$ cat src/rtl/cpu_pkg.sv
// Shared fetch-stage constants and the J-type target helper.
package cpu_pkg;

  localparam int          INSTR_W          = 32;
  localparam logic [31:0] NOP_INSTR        = 32'h0000_0000;
  localparam logic [31:0] DEFAULT_RESET_PC = 32'h0000_0000;

  // The upper nibble comes from the jump's own PC+4, not the fetch PC.
  function automatic logic [31:0] jump_target(input logic [31:0] pc4,
                                              input logic [25:0] index);
    return {pc4[31:28], index, 2'b00};
  endfunction

endpackage

$ cat src/rtl/pc_next_logic.sv
// Next-PC selection: branch beats jump beats stall beats sequential advance.
module pc_next_logic
  import cpu_pkg::*;
(
  input  logic [31:0] pc_i,
  input  logic [31:0] if_pc4_i,
  input  logic        branch_taken_i,
  input  logic [31:0] branch_target_i,
  input  logic        jump_i,
  input  logic [25:0] jump_index_i,
  input  logic        stall_i,
  output logic [31:0] pc_next_o,
  output logic        redirect_o
);

  always_comb begin
    pc_next_o  = pc_i + 32'd4;
    redirect_o = branch_taken_i | jump_i;
    if (branch_taken_i) begin
      pc_next_o = {branch_target_i[31:2], 2'b00};
    end else if (jump_i) begin
      pc_next_o = jump_target(if_pc4_i, jump_index_i);
    end else if (stall_i) begin
      pc_next_o = pc_i;
    end
  end

endmodule

$ cat src/rtl/fetch_unit.sv
// Instruction fetch stage: owns the PC, drives the memory address and
// captures the returned word into the IF/ID register.
module fetch_unit
  import cpu_pkg::*;
#(
  parameter logic [31:0] RESET_PC   = DEFAULT_RESET_PC,
  parameter int          IMEM_WORDS = 32
) (
  input  logic         clock,
  input  logic         reset,
  input  logic         stall,
  input  logic         flush,
  input  logic         branch_taken,
  input  logic [31:0]  branch_target,
  input  logic         jump,
  input  logic [25:0]  jump_index,
  input  logic [31:0]  instruc,
  output logic [31:0]  address,
  output logic [31:0]  if_instruc,
  output logic [31:0]  if_pc4,
  output logic         if_valid,
  output logic         addr_err,
  output logic [31:0]  fetch_count
);

  localparam logic [32:0] IMEM_BYTES = 33'(IMEM_WORDS) * 33'd4;

  logic [31:0]        pc_q, pc_d;
  logic [INSTR_W-1:0] if_instruc_q, if_instruc_d;
  logic [31:0]        if_pc4_q, if_pc4_d;
  logic               if_valid_q, if_valid_d;
  logic [31:0]        fetch_count_q, fetch_count_d;
  logic [31:0]        pc_next;
  logic               redirect;
  logic [31:0]        pc_plus4;

  pc_next_logic u_pc_next (
    .pc_i            (pc_q),
    .if_pc4_i        (if_pc4_q),
    .branch_taken_i  (branch_taken),
    .branch_target_i (branch_target),
    .jump_i          (jump),
    .jump_index_i    (jump_index),
    .stall_i         (stall),
    .pc_next_o       (pc_next),
    .redirect_o      (redirect)
  );

  assign pc_plus4 = pc_q + 32'd4;
  assign addr_err = ({1'b0, pc_q} >= IMEM_BYTES) | (pc_q[1:0] != 2'b00);

  // A redirect squashes the wrong-path word even while the hazard unit stalls.
  always_comb begin
    pc_d          = pc_next;
    if_instruc_d  = if_instruc_q;
    if_pc4_d      = if_pc4_q;
    if_valid_d    = if_valid_q;
    fetch_count_d = fetch_count_q;
    if (redirect || flush) begin
      if_instruc_d = NOP_INSTR;
      if_pc4_d     = pc_plus4;
      if_valid_d   = 1'b0;
    end else if (!stall) begin
      if_pc4_d = pc_plus4;
      if (addr_err) begin
        if_instruc_d = NOP_INSTR;
        if_valid_d   = 1'b0;
      end else begin
        if_instruc_d  = instruc;
        if_valid_d    = 1'b1;
        fetch_count_d = fetch_count_q + 32'd1;
      end
    end
  end

  always_ff @(posedge clock) begin
    if (reset) begin
      pc_q          <= RESET_PC;
      if_instruc_q  <= NOP_INSTR;
      if_pc4_q      <= 32'h0;
      if_valid_q    <= 1'b0;
      fetch_count_q <= 32'h0;
    end else begin
      pc_q          <= pc_d;
      if_instruc_q  <= if_instruc_d;
      if_pc4_q      <= if_pc4_d;
      if_valid_q    <= if_valid_d;
      fetch_count_q <= fetch_count_d;
    end
  end

  assign address     = pc_q;
  assign if_instruc  = if_instruc_q;
  assign if_pc4      = if_pc4_q;
  assign if_valid    = if_valid_q;
  assign fetch_count = fetch_count_q;

endmodule

$ cat config.mk
export PLATFORM = sky130hd
export DESIGN_NAME = fetch_unit
export DESIGN_NICKNAME = d
export VERILOG_FILES = /design/src/rtl/cpu_pkg.sv /design/src/rtl/pc_next_logic.sv /design/src/rtl/fetch_unit.sv
export SDC_FILE = /design/constraint.sdc
export NUM_CORES = 1
export LEC_CHECK = 0
export BUFFER_PORTS_ARGS = -buffer_cell sky130_fd_sc_hd__buf_2
export CAP_MARGIN = 20
export CORE_MARGIN = 4
export CORE_UTILIZATION = 45
export DETAILED_ROUTE_END_ITERATION = 8
export GPL_TIMING_DRIVEN = 1
export PLACE_DENSITY = 0.75
export SLEW_MARGIN = 0
export SYNTH_ARGS = -nofsm -noshare
export SYNTH_HDL_FRONTEND = slang
export SYNTH_HIERARCHICAL = 1
export SYNTH_SLANG_ARGS = --single-unit
$ cat constraint.sdc
create_clock -name clock -period 2.8 [get_ports clock]
set_input_delay 0.28 -clock clock [delete_from_list [all_inputs] [get_ports clock]]
set_output_delay 0.28 -clock clock [all_outputs]
set_load 0.01 [all_outputs]
# Word-level counts from Yosys, hierarchy flattened
# Index checks and enable logic that the tools add are counted.
[word_totals]
regBits = 129
input_bits = 96
out_inout_bits = 130
elab_cells = 28
[classes]
addsub = 2
n_lt_le_gt_ge = 1
eq_ne = 2
mux = 7
n_bitwise = 5
n_reduce_logical = 5
[ops]
columns = ["op", "count"]
rows = [
  ["32-bit two-way mux", 6],
  ["32-bit by 1-bit adder with 32-bit output (second input constant)", 1],
  ["32-bit by 3-bit adder with 32-bit output (second input constant)", 1],
  ["32-bit by 8-bit greater-or-equal comparator with 1-bit output (second input constant)", 1],
  ["3-bit by 1-bit inequality test with 1-bit output (second input constant)", 1],
  ["1-bit inverter", 3],
  ["3-bit AND reduction", 1],
  ["3-bit OR reduction", 1],
  ["2-bit by 1-bit inequality test with 1-bit output (second input constant)", 1],
  ["1-bit OR", 2],
  ["2-bit nonzero test", 1],
  ["2-bit OR reduction", 1],
  ["1-bit logical OR", 1],
  ["1-bit two-way mux", 1],
]

# Longest topological paths before layout
# Gate-level depths: netlist of run 1.
[logic_depth]
word_depth = 4
mapped_depth = 10
mapped_depth_nobuf = 7

# Hierarchy
# Netlist of run 1, hierarchy kept.
[modules_own_cells]
columns = ["module", "n_inst", "cells_per_inst", "area_each_um2", "seq_area_each_um2"]
rows = [
  ["fetch_unit", 1, 617, 5425.2, 2582.5],
  ["pc_next_logic", 1, 183, 1149.9, 0.0],
]

# Worst setup path before layout of run 1
# OpenSTA, ideal clock, no wires.
[synth_path]
path_kind = "input-to-reg"
startpoint = "input port jump"
endpoint = "register fetch_count_q[20], in the netlist fetch_count[20]"
setup_ns = 0.070
t_arrival_ns = 2.661
t_required_ns = 2.730
slack_ns = 0.069
cell_stages = 10
path_buffers = 3
cell_sequence = "clkbuf_1 nor2_1 inv_1 clkbuf_1 nor3_2 nand2_1 or4_1 buf_2 or4_1 a21oi_1"
[synth_via]
elab_chain_cells = 4
[synth_lines]
columns = ["element", "line", "rtl"]
rows = [
  ["start, declared", "fetch_unit.sv:15", "input logic jump,"],
  ["1-bit OR", "pc_next_logic.sv:18", "redirect_o = branch_taken_i | jump_i;"],
  ["named net redirect", "fetch_unit.sv:34", "logic redirect;"],
  ["1-bit logical OR", "fetch_unit.sv:59", "if (redirect || flush) begin"],
  ["1-bit inverter (no line)", "--", ""],
  ["3-bit AND reduction (no line)", "--", ""],
  ["end signal, assigned", "fetch_unit.sv:88", "fetch_count_q <= fetch_count_d;"],
  ["end, declared", "fetch_unit.sv:32", "logic [31:0] fetch_count_q, fetch_count_d;"],
]
# The timed path passes the listed nets, and every way through them passes these cells.
# A chain may end at the register's enable or synchronous reset.

# Worst setup path after layout of run 1
[layout_path]
startpoint = "register pc_q[16], in the netlist address[16]"
endpoint = "output port addr_err"
[layout_via]
elab_chain_cells = 2
[layout_lines]
columns = ["element", "line", "rtl"]
rows = [
  ["start, declared", "fetch_unit.sv:28", "logic [31:0] pc_q, pc_d;"],
  ["start signal, assigned", "fetch_unit.sv:84", "pc_q <= pc_d;"],
  ["32-bit by 8-bit greater-or-equal comparator with 1-bit output", "fetch_unit.sv:50", "assign addr_err = ({1'b0, pc_q} >= IMEM_BYTES) | (pc_q[1:0] != 2'b00);"],
  ["1-bit OR", "fetch_unit.sv:50", ""],
  ["end, declared", "fetch_unit.sv:22", "output logic addr_err,"],
]
# Every way passes these cells.

==> results of run 1 <==
[cells in the final DEF, fill, tap and decap left out, types with 3 or more instances in the layout]
cell	count
buf_2	222
dfxtp_1	129
nand2_1	72
a21oi_1	65
nor2_1	61
nor2b_1	39
xnor2_1	36
nand3_1	35
o21ai_0	34
nand3b_1	34
buf_4	29
a211oi_1	27
xor2_1	26
nand4_1	23
clkbuf_16	17
and3_1	16
or3_1	16
nor4_1	15
inv_1	14
nor3_1	14
a22oi_1	12
and4_1	9
mux2i_1	9
nor4_2	6
o22ai_1	6
and2_1	5
o31ai_1	5
clkbuf_8	5
nand4b_1	4
or4_1	4
ha_1	4
clkbuf_1	3
bufinv_16	3
a21o_1	3
[worst reg2reg max path, stage by stage, from the launching register on]
cell and delay (ns):
dfxtp_1 0.31, nor4_2 0.53, nand4_1 0.24, or4_1 0.71
or4_1 0.46, a21oi_1 0.15
[through the flow]
stage | power [mW] | utilization | cells | setup WS, ns
after floorplan | 2.251 | - | 800 | 0.06908
after global placement | 2.477 | 0.5636 | 1179 | 0.3799
after detailed placement | 2.484 | 0.5636 | 1179 | 0.3231
after CTS | 4.752 | 0.6066 | 1209 | 0.2592
after global routing | 4.896 | 0.6077 | 1210 | 0.03062
final | 4.715 | 0.6077 | 1210 | 0.2872
[power by group through the flow]
stage	registers, mW	logic, mW	clock network, mW
6_report	1.96	0.486	2.27
3_5_place_dp	2.00	0.484	0
5_1_grt	1.97	0.541	2.38
4_1_cts	1.96	0.487	2.30
2_1_floorplan	2.03	0.219	0
3_3_place_gp	2.00	0.480	0
[registers in the layout, indices dropped and copies added, names as in the netlist]
register,count
address,32
if_valid,1
if_instruc,32
if_pc4,32
fetch_count,32
[logic make-up after synthesis]
logic type      Yosys count  share of synthesized area
buf+inv                  68                    0.04034
fa+ha+maj                 4                   0.007612
compound gates          157                     0.1410
flops                   129                     0.3928
mux                      11                    0.01713
xor+xnor                 62                    0.08259
simple gates            369                     0.3186
[metal layers]
layer / global-route usage / vias to the layer above / wire length (microns)
met5: 0 / - / 0
met4: 0.07536 / 0 / 293
met3: 0.06808 / 26 / 1394
met2: 0.3692 / 218 / 9099
met1: 0.3069 / 3015 / 8450
li1: - / 3309 / -
[worst max-delay path by stage]
stage	cells past startpoint	end	slack, ns
final	7	addr_err	0.29
after detailed placement	8	fetch_count[22]$_SDFFE_PP0P_	0.32
after floorplan	10	fetch_count[20]$_SDFFE_PP0P_	0.07
after CTS	7	addr_err	0.26
after global routing	7	addr_err	0.03
after global placement	8	fetch_count[22]$_SDFFE_PP0P_	0.38
[cell type report]
cell class / instances / area [sq um] / share of cell area
Multi-Input combinational cell: 603 / 3732 / 0.4357
Sequential cell: 129 / 2582 / 0.3015
Timing Repair Buffer: 253 / 1364 / 0.1592
Clock buffer: 25 / 505.5 / 0.05901
Tap cell: 180 / 225.2 / 0.02629
Clock inverter: 5 / 100.1 / 0.01169
Inverter: 15 / 56.30 / 0.006573
==> summary.txt, run 1 <==
Drt
  – Post-DR wirelength/cell: 15.90 microns
  – Initial drt markers: 506
  – DRC viols: 0
  – Final WL: just under 20,000 microns
  – Number of routed nets with antenna violations: 0
  – Via density: approximately 5.4
  – Detailed-route via count: 6,568
  – DRT Pass-1 Iters: 5

Critical path
  – Slowest cell on crit path: nor4_2
  – Reg-to-Reg Start: address[16]$_SDFF_PP0_
  – Max stage delay on crit path: 0.53 ns
  – WP data arrival: ~2.2 ns
  – Worst-path cell chain: nor4_2, nand3_1, buf_4, nor2_2, buf_12, inv_1, buf_2
  – CP Max Fanout: 33
  – CP endpoint kind: output port
  – Top delay family on crit path: simple AND/OR/NAND/NOR gates
  – Worst r2r dst: fetch_count[22]$_SDFFE_PP0P_
  – CP required: roughly 2.5 ns
  – Bufs and invs on worst path: 4
  – Setup CP Type: flop to output port
  – R2R depth: 5
  – Startpoint types: flop
  – CP Launch Point: address[16]$_SDFF_PP0_
  – Reg2Reg Setup Slack: 0.32 ns

Power
  – Net Sw Power: about 1.1 mW
  – Clock share of power: 0.481
  – Power Density: 550.5 nW/um^2
  – Power Internal: 3.619 mW
  – Combinational Power Share: 0.103
  – Flop pwr share: 0.416
  – Peak supply drop: 0.4580 mV
  – Switching share of power: 0.2325
  – P_leak: 3.557 nW

Placement
  – GPL Wtd Cong: 0.8513
  – HPWL Detailed: roughly 14,000 microns
  – IO Port Bufs: between 200 and 250
  – Placement Cell Area: 7945 sq um

Synth
  – Count of state elements after synthesis: approximately 130
  – Syn_nets: 900
  – Count of cell types in the netlist: 49
  – Total of warnings raised by yosys: 6
  – Ys flop type: dfxtp_1
  – Cells after synthesis: 800
  – Post-synth top cells: 129 x dfxtp_1, 73 x nand2_1, 65 x a21oi_1
  – Share of the synthesized area in the top cell type: 0.3928
  – EDFF count, synth: 0
  – Syn Std Cell Area: about 6600 sq um
  – Seq/Total Area, Yosys: 0.3928
  – Leading area contributor after synthesis: dfxtp_1
  – Syn_area_per_cell: ~8 sq um
  – Synth area leaders: dfxtp_1 39%, a21oi_1 4.9%, xnor2_1 4.8%, nand2_1 4.2%, nand3b_1 3.9%
  – Ys async rst share: 0
  – Most frequent cell after synthesis: dfxtp_1

Clock network
  – Total CTS buffers: 17
  – # clock sinks: 129
  – Bufs on Longest Clock Path: 2
  – Worst-path clk slew: 0.05 ns
  – Clk Latency, worst-skew pair: 0.42 ns
  – Post-CTS sizing: 0
  – Post-CTS Hold Buffers: 0
  – Post-CTS setup buffers: 0
  – Clock root cell: clkbuf_16
  – CTS tree: built
  – H-tree depth: 4

Flow run
  – MaxCap Viol Count: 0

Floorplan
  – Row Count: 43
  – Core footprint: between 10,000 and 15,000 sq um
  – Starting Density: 0.4664
  – Die height: ~130 microns
  – I/O Pins: 226
  – Die span in x: 128.9 microns
  – Die area: 16,610 sq um

Timing
  – Slew HR: 0.5538
  – Highest clock rate: 398.0 MHz
  – Period utilization: 0.8974
  – Final hold vios: 0
  – Worst hold slack: 0.1248 ns
  – Slew of the pin with the lowest slew margin: 0.6693 ns
  – Setup TNS Final: 0 ns
  – Worst clock skew: 0.008963 ns
  – Final Max Tran Viols: 0
  – RSZ-0062 raised after global routing: false
  – Endpoints failing setup: 0
  – Min Tclk post-route: 2.513 ns

Global route
  – Largest net degree at the start of global routing: 69
  – All-layer global routing usage: 0.2332
  – Grt ovf: 0
  – Antenna violations before repair: 0
  – First-pass GRT wire length: 31,200 microns
  – Vias in the first global route: roughly 6,000

Cells and area
  – Fill count: approximately 1,300
  – # diodes: 0
  – Layout cells sized above 1: 0.2864
  – Area delta synth->final: 30.28%
  – Final Net Count: 1,119
  – Finished Cell Area: 8566 sq um

Hold path
  – Worst Hold End: if_instruc[11]$_SDFFE_PP0N_
  – Min-delay src: instruc[11]
  – Hold depth: 3
  – Hold WC Path Type: input port to flop

Outcome
  – Status: completed
No activity file was read; power rests on OpenSTA's default activity.
==> run 2: changes to the inputs <==
--- a/config.mk
+++ b/config.mk
@@ -5,10 +5,11 @@
 export SDC_FILE = /design/constraint.sdc
 export NUM_CORES = 1
 export LEC_CHECK = 0
-export BUFFER_PORTS_ARGS = -buffer_cell sky130_fd_sc_hd__buf_2
+export BUFFER_PORTS_ARGS = -buffer_cell sky130_fd_sc_hd__buf_4
 export CAP_MARGIN = 20
 export CORE_MARGIN = 4
 export CORE_UTILIZATION = 45
+export CTS_CLUSTER_DIAMETER = 40
 export DETAILED_ROUTE_END_ITERATION = 8
 export GPL_TIMING_DRIVEN = 1
 export PLACE_DENSITY = 0.75
==> summary.txt, run 2 (synthesis gave the netlist of run 1 again) <==
Power
  – Post-layout power: 4.475 mW (-5.1%)
  – Net Sw Power: 1.086 mW (-0.92%)
  – Power Internal: 3.389 mW (-6.4%)
  – Combinational Power Share: 0.124 (+0.021)
  – Power Density: 493.9 nW/um^2 (-10%)
  – Flop pwr share: 0.439 (+0.023)
  – Clock share of power: 0.438 (-0.043)
  – Switching share of power: 0.2427 (+0.01023)
  – Peak supply drop: 0.4481 mV (-2.2%)
  – P_leak: 3.609 nW (+1.4%)

Placement
  – IO Port Bufs: 223 (unchanged)
  – HPWL Detailed: 14,140 microns (+2.3%)
  – GPL Wtd Cong: 0.8358 (-1.8%)

Cells and area
  – Commonest non-fill, non-tap cell in the layout: buf_4
  – Most frequent cells in the layout: 253 x buf_4, 129 x dfxtp_1, 72 x nand2_1, 65 x a21oi_1, 61 x nor2_1
  – # diodes: 0 (unchanged)
  – Area delta synth->final: 37.81%
  – Fill count: 1,278 (-2.4%)
  – Layout cells sized above 1: 0.2868 (+0.0004139)
  – Final Net Count: 1,121 (+0.18%)

Global route
  – Most Crowded Layer GR: met2
  – Largest net degree at the start of global routing: 69 (unchanged)
  – All-layer global routing usage: 0.2301 (-0.003147)
  – M2 GR Usage: 0.3771 (+0.007927)
  – Antenna violations before repair: 0 (unchanged)
  – Met1 usage: 0.2972 (-0.009769)
  – Vias in the first global route: 5,983 (-2.6%)
  – First-pass GRT wire length: 30,620 microns (-1.9%)
  – Global Route met3 Usage: 0.05812 (-0.009963)
  – Grt ovf: 0 (unchanged)

Outcome
  – Status: completed

Critical path
  – WP depth: 8 (+1)
  – Slowest cell on crit path: dfxtp_1
  – CP most frequent cell: buf_4
  – Startpoint types: flop
  – R2R depth: 6 (+1)
  – CP Max Fanout: 33 (unchanged)
  – Reg-to-Reg Start: address[12]$_SDFF_PP0_
  – Setup CP Type: flop to output port
  – Top delay family on crit path: buffers and inverters
  – WP data arrival: 2.27 ns (+0.04 ns)
  – CP endpoint kind: output port
  – Reg2Reg Setup Slack: 0.34 ns (+0.02 ns)
  – Max stage delay on crit path: 0.43 ns (-0.10 ns)
  – CP required: 2.52 ns (about the same)
  – Bufs and invs on worst path: 5 (+1)
  – CP Launch Point: address[12]$_SDFF_PP0_
  – Worst-path cell chain: nor3_1, buf_4, nand3_1, buf_4, nor2_2, buf_12, inv_1, buf_4

Timing
  – Setup TNS Final: 0 ns (unchanged)
  – Min Tclk post-route: 2.552 ns (+0.03944 ns)
  – Highest clock rate: 391.8 MHz (-1.5%)
  – Worst hold slack: 0.1434 ns (+0.01857 ns)
  – Final Max Tran Viols: 0 (unchanged)
  – Slew HR: 0.6110 (+0.05719)
  – Endpoints failing setup: 0 (unchanged)
  – Worst clock skew: 0.005477 ns (-0.003486 ns)
  – RSZ-0062 raised after global routing: false
  – Period utilization: 0.9115 (+0.01409)
  – Final hold vios: 0 (unchanged)
  – Slew of the pin with the lowest slew margin: 0.5835 ns (-0.08578 ns)

Floorplan
  – Die height: 128.9 microns (unchanged)
  – Core footprint: 14,100 sq um (unchanged)
  – I/O Pins: 226 (unchanged)
  – Die area: 16,610 sq um (unchanged)
  – Row Count: 43 (unchanged)
  – Die span in x: 128.9 microns (unchanged)
  – Starting Density: 0.4664 (unchanged)

Flow run
  – MaxCap Viol Count: 0 (unchanged)

Drt
  – Post-DR wirelength/cell: 16.06 microns (+1.0%)
  – DRT Pass-1 Iters: 6 (+1)
  – Final WL: 19,470 microns (+1.2%)
  – Initial drt markers: 466 (-7.9%)
  – DRC viols: 0 (unchanged)
  – Detailed-route via count: 6,549 (-0.29%)
  – Number of routed nets with antenna violations: 0 (unchanged)
  – Via density: 5.403 (-0.45%)

Clock network
  – Clk Latency, worst-skew pair: 0.41 ns (about the same)
  – Post-CTS sizing: 0 (unchanged)
  – Post-CTS setup buffers: 0 (unchanged)
  – # clock sinks: 129 (unchanged)
  – Post-CTS Hold Buffers: 0 (unchanged)
  – Worst-path clk slew: 0.05 ns (about the same)
  – H-tree depth: 4 (unchanged)
  – Bufs on Longest Clock Path: 2 (unchanged)
  – CTS tree: built
  – Clock root cell: clkbuf_16
  – Total CTS buffers: 17 (unchanged)

Hold path
  – Hold depth: 3 (unchanged)
  – Min-delay src: instruc[1]
  – Hold WC Path Type: input port to flop
-- run 2: path summary, 6_finish.rpt --
path / end
worst max-delay path: addr_err
worst min-delay path: if_instruc[1]$_SDFFE_PP0N_
worst min register to register: if_instruc[22]$_SDFFE_PP0N_
worst max register to register: fetch_count[20]$_SDFFE_PP0P_
-- run 2: power groups by stage --
stage | registers (mW) | clock network (mW) | logic (mW)
after floorplan | 2.03 | 0 | 0.219
after global placement | 2.00 | 0 | 0.550
after detailed placement | 2.00 | 0 | 0.555
after CTS | 1.96 | 1.99 | 0.558
after global routing | 1.97 | 2.08 | 0.603
final | 1.96 | 1.96 | 0.554
-- run 2: worst min-delay path: stages --
cell      delay (ns)
buf_4           0.11
nand3b_1        0.07
a21oi_1         0.06
-- run 2: per-stage QoR --
step                setup WS [ns]  instance area [sq um]  std cells    util
floorplan                 0.06908                   6575        800       -
detailed placement         0.3111                   8536       1182  0.6055
CTS                        0.2562                   9061       1212  0.6428
global placement           0.3634                   8536       1182  0.6055
finish                     0.2478                   9061       1212  0.6428
global route              0.07717                   9061       1212  0.6428
-- run 2: metal layers --
layer	up-vias	part of all wire
li1	3295	-
met1	2993	0.43
met2	241	0.48
met3	20	0.073
met4	0	0.015
met5	-	0
-- run 2: cell type report --
| cell class | count | area (sq um) | area share |
|---|---|---|---|
| Multi-Input combinational cell | 603 | 3732 | 0.4119 |
| Tap cell | 180 | 225.2 | 0.02486 |
| Clock inverter | 5 | 30.03 | 0.003314 |
| Sequential cell | 129 | 2582 | 0.2850 |
| Timing Repair Buffer | 255 | 1939 | 0.2140 |
| Inverter | 15 | 56.30 | 0.006214 |
| Clock buffer | 25 | 495.5 | 0.05468 |
==> run 3: changes to the inputs <==
--- a/config.mk
+++ b/config.mk
@@ -6,8 +6,7 @@
 export NUM_CORES = 1
 export LEC_CHECK = 0
 export BUFFER_PORTS_ARGS = -buffer_cell sky130_fd_sc_hd__buf_4
-export CAP_MARGIN = 20
-export CORE_MARGIN = 4
+export CAP_MARGIN = 30
 export CORE_UTILIZATION = 45
 export CTS_CLUSTER_DIAMETER = 40
 export DETAILED_ROUTE_END_ITERATION = 8
==> summary.txt, run 3 (synthesis gave the netlist of run 1 again) <==
Global route
  – Grt ovf: 0 (unchanged)
  – Largest net degree at the start of global routing: 97 (+41%)
  – Antenna violations before repair: 0 (unchanged)
  – Vias in the first global route: 5,907 (-1.3%)
  – First-pass GRT wire length: 29,210 microns (-4.6%)
  – All-layer global routing usage: 0.2492 (+0.01915)

Clock network
  – H-tree depth: 4 (unchanged)
  – Total CTS buffers: 17 (unchanged)
  – Worst-path clk slew: 0.06 ns (about the same)
  – Post-CTS setup buffers: 0 (unchanged)
  – Post-CTS Hold Buffers: 0 (unchanged)
  – Post-CTS sizing: 0 (unchanged)
  – Bufs on Longest Clock Path: 2 (unchanged)
  – CTS tree: built
  – Clk Latency, worst-skew pair: 0.43 ns (+0.02 ns)
  – # clock sinks: 129 (unchanged)
  – Clock root cell: clkbuf_16

Placement
  – IO Port Bufs: 223 (unchanged)
  – Placed cell count: 1,185 (+0.25%)
  – GPL Wtd Cong: 0.8369 (+0.13%)
  – Placement Cell Area: 8533 sq um (about the same)
  – Post-Place Setup Slack: 0.3052 ns (-0.005897 ns)
  – HPWL Detailed: 13,390 microns (-5.3%)

Power
  – Clock share of power: 0.462 (+0.024)
  – Power Density: 513.4 nW/um^2 (+4.0%)
  – P_leak: 3.650 nW (+1.2%)
  – Peak supply drop: 0.4394 mV (-1.9%)
  – Net Sw Power: 1.130 mW (+4.1%)
  – Combinational Power Share: 0.120 (-0.004)
  – Power Internal: 3.548 mW (+4.7%)
  – Post-layout power: 4.679 mW (+4.6%)
  – Flop pwr share: 0.418 (-0.021)
  – Switching share of power: 0.2416 (-0.001100)

Cells and area
  – Commonest non-fill, non-tap cell in the layout: buf_4
  – Most frequent cells in the layout: 258 x buf_4, 129 x dfxtp_1, 72 x nand2_1, 65 x a21oi_1, 61 x nor2_1
  – # diodes: 0 (unchanged)
  – Final Net Count: 1,124 (+0.27%)
  – Layout cells sized above 1: 0.2925 (+0.005649)
  – Area delta synth->final: 38.61%
  – Finished Core Util: 0.6490 (+0.006205)
  – Finished Cell Area: 9114 sq um (+0.58%)
  – Layout Cells excl Fill: 1,216 (+0.33%)

Timing
  – Highest clock rate: 395.5 MHz (+0.94%)
  – Setup TNS Final: 0 ns (unchanged)
  – Min Tclk post-route: 2.528 ns (-0.02380 ns)
  – Slew of the pin with the lowest slew margin: 1.029 ns (+0.4460 ns)
  – Final WS setup: 0.2716 ns (+0.02380 ns)
  – Final Max Tran Viols: 0 (unchanged)
  – Worst clock skew: 0.01008 ns (+0.004601 ns)
  – Period utilization: 0.9030 (-0.008500)
  – RSZ-0062 raised after global routing: false
  – Final hold vios: 0 (unchanged)
  – Slew HR: 0.3137 (-0.2973)
  – Endpoints failing setup: 0 (unchanged)
  – Worst hold slack: 0.1313 ns (-0.01204 ns)

Floorplan
  – Die area: 15,100 sq um (-9.1%)
  – Row Count: 43 (unchanged)
  – I/O Pins: 226 (unchanged)
  – Starting Density: 0.4682 (+0.001787)
  – Core footprint: 14,040 sq um (-0.38%)
  – Die height: 122.9 microns (-4.7%)
  – Die span in x: 122.9 microns (-4.7%)

Drt
  – DRC viols: 0 (unchanged)
  – Final WL: 18,850 microns (-3.1%)
  – Initial drt markers: 397 (-15%)
  – Via density: 5.410 (+0.11%)
  – Number of routed nets with antenna violations: 0 (unchanged)
  – DRT Pass-1 Iters: 5 (-1)
  – Post-DR wirelength/cell: 15.50 microns (-3.5%)
  – Detailed-route via count: 6,578 (+0.44%)

Flow run
  – MaxCap Viol Count: 0 (unchanged)

Critical path
  – Startpoint types: flop
  – WP data arrival: 2.25 ns (-0.02 ns)
  – Setup CP Type: flop to output port
  – CP required: 2.52 ns (about the same)
  – CP Max Fanout: 12 (-64%)
  – CP endpoint kind: output port

Hold path
  – Hold WC Path Type: input port to flop

Outcome
  – Status: completed
-- run 3: cell count changes in the layout (fill, tap and decap cells not counted) --
cell	previous run	this run
bufinv_16	0	2
clkinv_4	0	2
clkbuf_1	4	1
buf_12	2	0
clkinvlp_4	2	1
clkbuf_8	4	3
buf_4	253	258
clkinv_2	3	5
-- run 3: worst max-delay path, stage by stage, from the launching register on --
cell     delay, ns
dfxtp_1       0.42
nor3_1        0.31
buf_4         0.18
nand3_1       0.11
buf_4         0.23
nor2_2        0.21
buf_4         0.19
inv_1         0.04
buf_4         0.13
-- run 3: metal layers --
layer	GRT usage	routed length (microns)
met4	0.1189	577
met3	0.06599	1347
met5	0	0
met1	0.3094	8150
met2	0.3996	8777
-- run 3: power by group through the flow --
stage	combinational [mW]	sequential (mW)	clock [mW]
after global placement	0.555	1.99	0
final	0.560	1.96	2.16
after floorplan	0.219	2.03	0
after detailed placement	0.559	1.99	0
after CTS	0.563	1.96	2.20
after global routing	0.608	1.96	2.28
-- run 3: final cells by class --
type | instances | area (sq um)
clock buffers | 21 | 470.5
inverters | 15 | 56.30
repair buffers | 258 | 1937
flip-flops and latches | 129 | 2582
well taps | 180 | 225.2
clock inverters | 10 | 110.1
fillers | 1242 | 4928
multi-input cells | 603 | 3732
-- run 3: path summary, 6_finish.rpt --
check	cells past startpoint	to	startpoint	slack (ns)
max	8	addr_err	address[12]$_SDFF_PP0_	0.27
min	3	if_instruc[19]$_SDFFE_PP0N_	instruc[19]	0.13
max reg2reg	5	fetch_count[22]$_SDFFE_PP0P_	address[28]$_SDFF_PP0_	0.33
min reg2reg	2	if_instruc[21]$_SDFFE_PP0N_	if_instruc[21]$_SDFFE_PP0N_	0.46
